$ cat src/rtl/smp_pkg.sv
// Shared types and constants for the two-requester multiplier arbiter.
// Operand width is fixed here so the job struct and the ports agree.
package smp_pkg;

  localparam int OPW         = 4;
  localparam int PW          = 2 * OPW;
  localparam int TIMEOUT_DEF = 15;
  localparam int CNTW        = 8;

  typedef enum logic [1:0] {
    IDLE,
    ISSUE,
    WAIT,
    RESP
  } state_t;

  typedef struct packed {
    logic           id;
    logic [OPW-1:0] a;
    logic [OPW-1:0] b;
  } job_t;

endpackage

$ cat src/rtl/smp_rr_arb.sv
// Two-way round-robin grant; the pointer moves to the other requester
// whenever a grant is accepted.
module smp_rr_arb (
  input  logic       i_clk,
  input  logic       i_rst_n,
  input  logic [1:0] i_req,
  input  logic       i_accept,
  output logic [1:0] o_grant
);

  logic r_rr;

  always_comb begin
    o_grant = i_req;
    if (i_req == 2'b11) begin
      o_grant = r_rr ? 2'b10 : 2'b01;
    end
  end

  always_ff @(posedge i_clk or negedge i_rst_n) begin
    if (!i_rst_n) begin
      r_rr <= 1'b0;
    end else if (i_accept && (o_grant != 2'b00)) begin
      r_rr <= ~o_grant[1];
    end
  end

endmodule

$ cat src/rtl/smp_arbiter.sv
// Shares one multiplier core between two requesters: arbitrate, issue,
// watchdog the core, and hold the tagged result until it is consumed.
module smp_arbiter
  import smp_pkg::*;
#(
  parameter int TIMEOUT = TIMEOUT_DEF
) (
  input  logic            sys_clk,
  input  logic            nsys_rst,
  input  logic [1:0]      req_valid,
  output logic [1:0]      req_ready,
  input  logic [OPW-1:0]  req0_a,
  input  logic [OPW-1:0]  req0_b,
  input  logic [OPW-1:0]  req1_a,
  input  logic [OPW-1:0]  req1_b,
  output logic            mul_start,
  output logic [OPW-1:0]  mul_a,
  output logic [OPW-1:0]  mul_b,
  input  logic            mul_done,
  input  logic [PW-1:0]   mul_product,
  output logic            rsp_valid,
  input  logic            rsp_ready,
  output logic            rsp_id,
  output logic [PW-1:0]   rsp_product,
  output logic            rsp_err,
  output logic [7:0]      jobs_done
);

  localparam logic [CNTW-1:0] TO_LIM = CNTW'(TIMEOUT);

  state_t          r_state, r_state_next;
  job_t            r_job, r_job_next;
  logic [CNTW-1:0] r_cnt, r_cnt_next;
  logic            r_start, r_start_next;
  logic            r_rsp_valid, r_rsp_valid_next;
  logic            r_rsp_id, r_rsp_id_next;
  logic [PW-1:0]   r_rsp_product, r_rsp_product_next;
  logic            r_rsp_err, r_rsp_err_next;
  logic [7:0]      r_jobs_done, r_jobs_done_next;

  logic [1:0]      w_grant;
  logic            w_accept;
  job_t            w_job_in;

  assign w_accept = (r_state == IDLE) && (req_valid != 2'b00);

  smp_rr_arb u_rr_arb (
    .i_clk    (sys_clk),
    .i_rst_n  (nsys_rst),
    .i_req    (req_valid),
    .i_accept (w_accept),
    .o_grant  (w_grant)
  );

  // Grant is one-hot, so bit 1 alone selects the requester.
  always_comb begin
    w_job_in.id = w_grant[1];
    w_job_in.a  = w_grant[1] ? req1_a : req0_a;
    w_job_in.b  = w_grant[1] ? req1_b : req0_b;
  end

  assign req_ready = (r_state == IDLE) ? w_grant : 2'b00;

  always_comb begin
    r_state_next       = r_state;
    r_job_next         = r_job;
    r_cnt_next         = r_cnt;
    r_start_next       = 1'b0;
    r_rsp_valid_next   = r_rsp_valid;
    r_rsp_id_next      = r_rsp_id;
    r_rsp_product_next = r_rsp_product;
    r_rsp_err_next     = r_rsp_err;
    r_jobs_done_next   = r_jobs_done;
    case (r_state)
      IDLE: begin
        if (w_accept) begin
          r_job_next   = w_job_in;
          r_start_next = 1'b1;
          r_state_next = ISSUE;
        end
      end
      ISSUE: begin
        r_cnt_next   = '0;
        r_state_next = WAIT;
      end
      WAIT: begin
        if (mul_done) begin
          r_rsp_product_next = mul_product;
          r_rsp_err_next     = 1'b0;
          r_rsp_id_next      = r_job.id;
          r_rsp_valid_next   = 1'b1;
          r_state_next       = RESP;
        end else if (r_cnt == TO_LIM) begin
          r_rsp_product_next = '0;
          r_rsp_err_next     = 1'b1;
          r_rsp_id_next      = r_job.id;
          r_rsp_valid_next   = 1'b1;
          r_state_next       = RESP;
        end else begin
          r_cnt_next = r_cnt + 1'b1;
        end
      end
      RESP: begin
        if (rsp_ready) begin
          r_rsp_valid_next = 1'b0;
          r_jobs_done_next = r_jobs_done + 8'd1;
          r_state_next     = IDLE;
        end
      end
      default: r_state_next = IDLE;
    endcase
  end

  always_ff @(posedge sys_clk or negedge nsys_rst) begin
    if (!nsys_rst) begin
      r_state       <= IDLE;
      r_job         <= '0;
      r_cnt         <= '0;
      r_start       <= 1'b0;
      r_rsp_valid   <= 1'b0;
      r_rsp_id      <= 1'b0;
      r_rsp_product <= '0;
      r_rsp_err     <= 1'b0;
      r_jobs_done   <= '0;
    end else begin
      r_state       <= r_state_next;
      r_job         <= r_job_next;
      r_cnt         <= r_cnt_next;
      r_start       <= r_start_next;
      r_rsp_valid   <= r_rsp_valid_next;
      r_rsp_id      <= r_rsp_id_next;
      r_rsp_product <= r_rsp_product_next;
      r_rsp_err     <= r_rsp_err_next;
      r_jobs_done   <= r_jobs_done_next;
    end
  end

  assign mul_start   = r_start;
  assign mul_a       = r_job.a;
  assign mul_b       = r_job.b;
  assign rsp_valid   = r_rsp_valid;
  assign rsp_id      = r_rsp_id;
  assign rsp_product = r_rsp_product;
  assign rsp_err     = r_rsp_err;
  assign jobs_done   = r_jobs_done;

endmodule

$ cat config.mk
export PLATFORM = sky130hd
export DESIGN_NAME = smp_arbiter
export DESIGN_NICKNAME = d
export VERILOG_FILES = /design/src/rtl/smp_pkg.sv /design/src/rtl/smp_rr_arb.sv /design/src/rtl/smp_arbiter.sv
export SDC_FILE = /design/constraint.sdc
export NUM_CORES = 1
export LEC_CHECK = 0
export ABC_AREA = 1
export CAP_MARGIN = 5
export CORE_UTILIZATION = 43
export CTS_CLUSTER_SIZE = 12
export DETAILED_ROUTE_END_ITERATION = 6
export PLACE_DENSITY = 0.76
export SYNTH_ARGS = -nofsm -noshare
export SYNTH_HDL_FRONTEND = slang
export SYNTH_HIERARCHICAL = 1
export SYNTH_SLANG_ARGS = --single-unit
$ cat constraint.sdc
create_clock -name sys_clk -period 1.4 [get_ports sys_clk]
set_clock_uncertainty 0.1 [all_clocks]
set_input_delay 0.28 -clock sys_clk [delete_from_list [all_inputs] [get_ports sys_clk]]
set_output_delay 0.28 -clock sys_clk [all_outputs]
set_load 0.05 [all_outputs]
After elaboration in Yosys (flattened, before gate mapping)

Cells that the tools add are included.

Bits in registers: 40
Output and inout port bits: 30
Word-level logic and storage cells: 63
Input bits: 30

Eq/ne operators: 10
Reduce and logical (&&, ||, !) cells: 14
Mux-type cells: 24
Add/subtract/negate cells: 2
Bitwise operators: 1

Operators with widths:

| operator              | number |
|---|---|
| $mux W8               | 4 |
| $add A8 B1 Y8 const B | 2 |
| $pmux W8 S2           | 1 |
| $mux W2               | 7 |
| $reduce_bool A2 Y1    | 5 |
| $reduce_and A3 Y1     | 3 |
| $eq A8 B4 Y1 const B  | 1 |
| $mux W1               | 8 |
| $mux W4               | 2 |
| $pmux W2 S4           | 1 |
| $eq A2 B2 Y1 const B  | 3 |
| $ne A2 B2 Y1 const B  | 3 |
| $reduce_and A2 Y1     | 3 |
| $ne A3 B3 Y1 const B  | 1 |
| $eq A2 B1 Y1 const B  | 1 |
| $logic_and A1 B1 Y1   | 2 |
| $logic_not A2 Y1      | 1 |
| $ne A2 B1 Y1 const B  | 1 |
| $pmux W1 S2           | 1 |
| $not A1 Y1            | 1 |

Longest topological paths before layout

Gate-level depths: netlist of the first run.

Depth in word-level cells: 4
Mapped depth: 8

Modules after synthesis

The synthesis of the first run kept the hierarchy.

Modules (own cells, without submodules):

| module      | cells each | area an instance (um^2) | instances |
|---|---|---|---|
| smp_arbiter | 244        | 2,006.9                 | 1 |
| smp_rr_arb  | 8          | 60.1                    | 1 |

Worst setup path after synthesis of the first run

OpenSTA, ideal clock, no wires.

Path kind: reg-to-reg
Start point: reg r_jobs_done[0] (netlist: jobs_done[0])
End point: reg r_jobs_done[5] (netlist: jobs_done[5])
Data arrival time: 1,320 ps
Required time: 1,181 ps
Stages on the path, launching flop included: 6
Period minus slack after synthesis: 1,539 ps
Buffers on the path: 0
Path slack: -139 ps
Path through: dfrtp_1 > inv_1 > nor3_1 > nand2_1 > xor2_1 > inv_1

Word-level cells in the longest chain between the ends: 1

Ends and longest elaborated chain:

| item                     | RTL line           | RTL |
|---|---|---|
| start: declaration       | smp_arbiter.sv:39  | `logic [7:0] r_jobs_done, r_jobs_done_next;` |
| start signal: assignment | smp_arbiter.sv:134 | `r_jobs_done <= r_jobs_done_next;` |
| $add A8 B1 Y8            | smp_arbiter.sv:106 | `r_jobs_done_next = r_jobs_done + 8'd1;` |

Every way passes these cells.
A chain may end at the register's enable or synchronous reset.

Worst setup path after layout of the first run

Start point: reg r_state[0]
End point: out req_ready[1]

Word-level cells in the longest chain between the ends: 2

Ends and longest elaborated chain:

| item                     | RTL line           | RTL |
|---|---|---|
| start: declaration       | smp_arbiter.sv:31  | `state_t r_state, r_state_next;` |
| start signal: assignment | smp_arbiter.sv:126 | `r_state <= r_state_next;` |
| $logic_not A2 Y1         | smp_arbiter.sv:62  | `assign req_ready = (r_state == IDLE) ? w_grant : 2'b00;` |
| $mux W2                  | smp_arbiter.sv:62  |  |
| end: declaration         | smp_arbiter.sv:11  | `output logic [1:0] req_ready,` |

Every way passes these cells.

==> reports/qor.yml, run 1 <==
die:
  die_y_um: 71.3
  die_x_um: 71.3
  die_area_um2: 5090
  initial_core_util: 0.462
  io_pins: 60
  num_rows: 24
  core_um2: 4470
logic_synthesis:
  ys.flop_type: "dfrtp_1"
  synth-edff-count: 0
  syn_area_um2: 2070
  syn_inst: 252
  yosysTopAreaCell: "dfrtp_1"
  synth_area_leaders: "dfrtp_1 (48%), nand2_1 (17%), ha_1 (4.2%)"
  synth.yosys.seq_area_share: 0.484
  avgSynthCellArea_um2: 8.20
  netlist.area_leader.share: 0.484
  yosysWarnings: 6
  yosysMostFrequentCell: "nand2_1"
  yosys-top-cells-count: "nand2_1 (95), dfrtp_1 (40), inv_1 (23)"
  ys_seq_elements: 40
  ys_types: 28
  syn_nets: 289
  async_reset_ff_frac: 1.00
global_routing:
  antenna_found_initial: 0
  grtUsageTotal: 0.213
  grt_max_degree: 20
  grt_pass1_wl_um: 8510
  first_global_vias: 1962
  grt_overflow_total: 0
critical_path:
  arrival_ps: 1250
  worst_setup_path_start_kind: "register"
  worstSetupStartpoint: "r_state[0]"
  reg2reg_from: "r_state[1]"
  critPathCaptureType: "primary output"
  r2r_slack_ps: -160
  crit_required_ps: 1020
  crit_fanout: 4
  worstSetupPathType: "reg -> out"
final_layout:
  fin_area_um2: 3640
  syn_to_final_growth_pct: 76.2
  fin_util: 0.814
  num-nets-final: 382
  instances_no_fill: 398
  diodes: 0
  drive_gt1_frac: 0.367
timing:
  fin_crit_sh: 1.16
  postLayoutSetupSlackWorst_ps: -230
  fmax_ghz: 0.613
  hold_viol: 0
  worstMarginPinSlew_ps: 392
  tns_ps: -3990
  final_max_slew_viol_count: 0
  fin_crit_ps: 1630
  rsz0062_at_grt: "true"
  finalSetupViolCount: 35
  timing.hold.ws_ps: 338
  maxSlewHeadroom: 0.739
routing:
  wl_met3_um: 235
  drtPass1Iterations: 7
  drt-total-wl_um: 5240
  routedLengthMet1_um: 2130
  drtIter0Drc: 82
  post-route-drc-count: 5
  postRouteAntennaNets: 0
  routed.top_layer: "met4"
  vias_per_cell: 4.82
  num_vias: 1917
  route.met2.wl_um: 2850
  wl_per_cell_um: 13.2
status:
  violations: "DRC, setup timing"
  status: "complete, but fails checks"
clocking:
  cts_tree: "yes"
  numCtsBuffers: 5
  cts_sinks: 40
  clk_latency_ps: 290
  cts-htree-levels: 2
  clk_path_buf_depth: 2
  clkTransAtPathRegs_ps: 80
  cts_root_buf: "clkbuf_8"
power:
  power_density_nw_per_um2: 2330
  power_leakage_uw: 0.00182
  ir_drop_v: 0.00141
placement:
  io_buffers: 59
  place_area_um2: 3150
  place_hpwl_um: 3620
  dp_cells: 377
  place.gp.congestion: 0.790
min_path:
  hold_path.class: "in -> async"
run:
  maxCapViolCount: 0
[final timing paths]
| check | to | depth (start not counted) |
|---|---|---|
| worst min register to register | r_job[8] | 2 |
| worst max-delay path | req_ready[1] | 5 |
| min in group sys_clk | r_job[8] | 2 |
| worst max register to register | r_state[0] | 9 |
| max in group asynchronous | mul_a[2] | 3 |
| worst min-delay path | jobs_done[1] | 2 |
[state kept, by name (all words and copies together), names as in the netlist]
register	count
r_state	2
rsp_id	1
rsp_product	8
r_cnt	8
mul_b	4
mul_start	1
rsp_valid	1
mul_a	4
u_rr_arb/r_rr	1
rsp_err	1
jobs_done	8
r_job	1
[placed cells by master (no fill, tap or decap), types with 3 or more instances in the layout]
cell type	n
dfrtp_1	38
buf_12	33
nand2_2	10
ha_1	4
xor2_1	8
a31oi_1	8
nand2_1	77
a21oi_2	3
inv_2	4
nand2_4	7
nand3_1	15
nand3_2	3
clkdlybuf4s50_1	26
clkbuf_8	7
ha_4	3
buf_4	25
inv_1	18
buf_6	7
nor2_1	18
clkinvlp_4	4
[metrics by stage]
stage	setup WS, ps	power [uW]
final	-230	8500
after global routing	-273	8950
after CTS	-223	8200
after detailed placement	-422	6720
after global placement	-347	6590
after floorplan	-90.2	4490
[critical path: stages, from the launching register on]
cell and delay (ps):
dfrtp_1 390, inv_2 80, ha_4 190, nand2_4 70, clkinvlp_4 90, buf_12 150
[routing by layer]
layer | track usage | up-vias
li1 | - | 970
met5 | 0 | -
met1 | 0.233 | 893
met3 | 0.0577 | 5
met2 | 0.411 | 49
met4 | 0.0400 | 0
[power breakdown]
group	leakage, uW	internal [uW]	switching [uW]
registers	0.000492	1610	479
clock network	0.0000645	629	396
logic	0.00126	2580	2800
[kinds of logic after synthesis]
logic type	count (synthesis)	share of synthesized area
adders and majority gates	7	0.0424
buffers and inverters	40	0.101
DFF	40	0.484
AOI/OAI and AO/OA	17	0.0502
xor gates and xnor gates	10	0.0424
and+or+nand+nor	138	0.280
[area by class of cell]
| cell class | count | area (um^2) |
|---|---|---|
| timing repair inverter | 2 | 15.0 |
| inverter | 28 | 128 |
| clock inverter | 1 | 30.0 |
| tap | 52 | 65.1 |
| multi-input combinational | 172 | 1070 |
| sequential | 40 | 1000 |
| fill | 251 | 833 |
| clock buffer | 7 | 96.3 |
| timing repair buffer | 96 | 1230 |
[what timing repair did]
item / 4_1_cts / 5_1_grt
buffers inserted: 9 / 3
setup endpoints to repair: 38 / 40
hold buffers: 1 / 0
cloned: 0 / 2
pin swaps: 8 / 7
hold endpoints to repair: 14 / 0
resized for setup: 40 / 33
No activity file was read; power rests on OpenSTA's default activity.
==> inputs of run 2 (changes only) <==
--- a/config.mk
+++ b/config.mk
@@ -7,10 +7,11 @@
 export LEC_CHECK = 0
 export ABC_AREA = 1
 export CAP_MARGIN = 5
-export CORE_UTILIZATION = 43
+export CORE_UTILIZATION = 44
+export CTS_BUF_LIST = sky130_fd_sc_hd__clkbuf_4 sky130_fd_sc_hd__clkbuf_8
 export CTS_CLUSTER_SIZE = 12
 export DETAILED_ROUTE_END_ITERATION = 6
-export PLACE_DENSITY = 0.76
+export PLACE_DENSITY = 0.78
 export SYNTH_ARGS = -nofsm -noshare
 export SYNTH_HDL_FRONTEND = slang
 export SYNTH_HIERARCHICAL = 1
==> constraint.sdc (replaced) <==
create_clock -name sys_clk -period 1.35 [get_ports sys_clk]
set_clock_uncertainty 0.1 [all_clocks]
set_input_delay 0.2025 -clock sys_clk [delete_from_list [all_inputs] [get_ports sys_clk]]
set_output_delay 0.2025 -clock sys_clk [all_outputs]
set_load 0.05 [all_outputs]
==> run 2 against run 1 <==
The run still ends with DRC, setup timing left. Sequential share of layout area increased by 0.59 points. Critical endpoint unchanged. Worst setup slack improved by 15 ps. Clock power decreased by 5%. Cell area decreased by 1.7%. Final cell count unchanged. Count of clock-buffer cells in the layout decreased by 2.
==> reports/qor.yml, run 2 (synthesis gave the netlist of run 1 again) <==
final_layout:
  mostFrequentLayoutCell: "nand2_1"
  drive_gt1_frac: 0.405
  diodes: 0
  num-nets-final: 382
  syn_to_final_growth_pct: 73.1
  layout.cells.most_common_list: "nand2_1 (66), dfrtp_1 (35), buf_12 (31)"
  n_fill_cell: 243
  fin_util: 0.805
power:
  p_switching_uw: 3770
  power_density_nw_per_um2: 2380
  seq_power_share: 0.261
  p_int_uw: 4730
  power_frac_comb: 0.624
  power_frac_clock: 0.115
  p_total_uw: 8500
  ir_drop_v: 0.00143
  power_leakage_uw: 0.00178
  switching_share: 0.444
placement:
  place.gp.congestion: 0.833
  dpl_worst_slack_ps: -301
  place_hpwl_um: 3350
  io_buffers: 59
timing:
  fmax_ghz: 0.639
  tns_ps: -3260
  timing.hold.ws_ps: 321
  fin_crit_ps: 1570
  maxSlewHeadroom: 0.829
  worstMarginPinSlew_ps: 257
  final_max_slew_viol_count: 0
  hold_viol: 0
  finalSetupViolCount: 30
  rsz0062_at_grt: "true"
  fin_crit_sh: 1.16
  postLayoutSetupSlackWorst_ps: -216
critical_path:
  arrival_ps: 1260
  r2r_slack_ps: -140
  worstPathCellList: "inv_2 > a21boi_2 > buf_4 > nand2_2 > inv_2 > buf_12"
  crit_required_ps: 1050
  critPathCaptureType: "primary output"
  worst-path-buf-inv: 4
  crit_fanout: 3
  crit_top_cell: "inv_2"
  critPathMaxStageDelay_ps: 400
  cp_top_family: "flip-flops"
  slowest_stage: "dfrtp_1"
  worst_setup_path_start_kind: "register"
  worstSetupPathType: "reg -> out"
routing:
  postRouteAntennaNets: 0
  post-route-drc-count: 6
  num_vias: 2010
  drtPass1Iterations: 6
  drtIter0Drc: 107
  drt-total-wl_um: 5480
  vias_per_cell: 5.05
  wl_per_cell_um: 13.8
die:
  num_rows: 24
  die_x_um: 70.5
  die_y_um: 70.5
  io_pins: 60
  core_um2: 4440
  initial_core_util: 0.465
  die_area_um2: 4980
status:
  status: "complete, but fails checks"
  violations: "DRC, setup timing"
min_path:
  hold_path.class: "in -> async"
global_routing:
  grt_max_degree: 41
  first_global_vias: 1888
  grtUsageTotal: 0.212
  grt_pass1_wl_um: 8140
  antenna_found_initial: 0
  grt_overflow_total: 0
clocking:
  clk_path_buf_depth: 2
  clkTransAtPathRegs_ps: 80
  cts-htree-levels: 2
  clk_latency_ps: 290
  cts_root_buf: "clkbuf_8"
  numCtsBuffers: 5
  cts_sinks: 40
  cts_tree: "yes"
run:
  maxCapViolCount: 0
-- run 2: worst paths after layout --
path,startpoint,endpoint,cells past startpoint
hold / removal,nsys_rst,r_cnt[1],3
max in group asynchronous,nsys_rst,jobs_done[3],3
hold reg to reg,r_job[8],r_job[8],2
setup reg to reg,r_cnt[1],rsp_id,9
min in group sys_clk,mul_product[2],rsp_product[2],3
setup / recovery,u_rr_arb/r_rr,req_ready[1],6
-- run 2: cell type report --
| type | instances | area [um^2] | share of cell area |
|---|---|---|---|
| Multi-Input combinational cell | 173 | 1060 | 0.297 |
| Timing Repair inverter | 2 | 10.0 | 0.00280 |
| Inverter | 28 | 119 | 0.0332 |
| Timing Repair Buffer | 95 | 1200 | 0.337 |
| Clock inverter | 3 | 42.5 | 0.0119 |
| Clock buffer | 5 | 68.8 | 0.0192 |
| Sequential cell | 40 | 1010 | 0.281 |
| Tap cell | 52 | 65.1 | 0.0182 |
-- run 2: per-layer routing --
metal,global-route usage,share of wire
met5,0,0
met4,0.0889,0.025
met3,0.0513,0.038
met2,0.395,0.57
met1,0.230,0.37
-- run 2: timing repair --
| action | CTS | global route |
|---|---|---|
| setup endpoints to repair | 36 | 39 |
| setup buffers | 2 | 9 |
| cloned | 1 | 2 |
| endpoints found under the hold margin | 40 | 0 |
| gates resized for setup | 20 | 52 |
| hold buffers | 1 | 0 |
| pin swaps | 2 | 23 |
-- run 2: power by group through the flow --
stage / Sequential [uW] / Combinational (uW) / Clock (uW)
6_report: 2220 / 5310 / 978
5_1_grt: 2280 / 5560 / 1050
4_1_cts: 2180 / 4850 / 986
3_5_place_dp: 2200 / 4660 / 0
3_3_place_gp: 2180 / 4580 / 0
2_1_floorplan: 2830 / 1840 / 0
-- run 2: worst reg2reg max path, stage by stage, from the launching register on --
cell,delay (ps)
dfrtp_1,370
ha_2,200
nand2_2,50
nor2_2,120
nand3_2,110
buf_6,150
nand2_8,90
nand2_8,80
nand2_4,60
nand2_2,50
-- run 2: metrics by stage --
stage	instance area, um^2	std cells
after floorplan	2090	252
after global placement	3140	377
after detailed placement	3140	377
after CTS	3340	389
after global routing	3580	398
final	3580	398
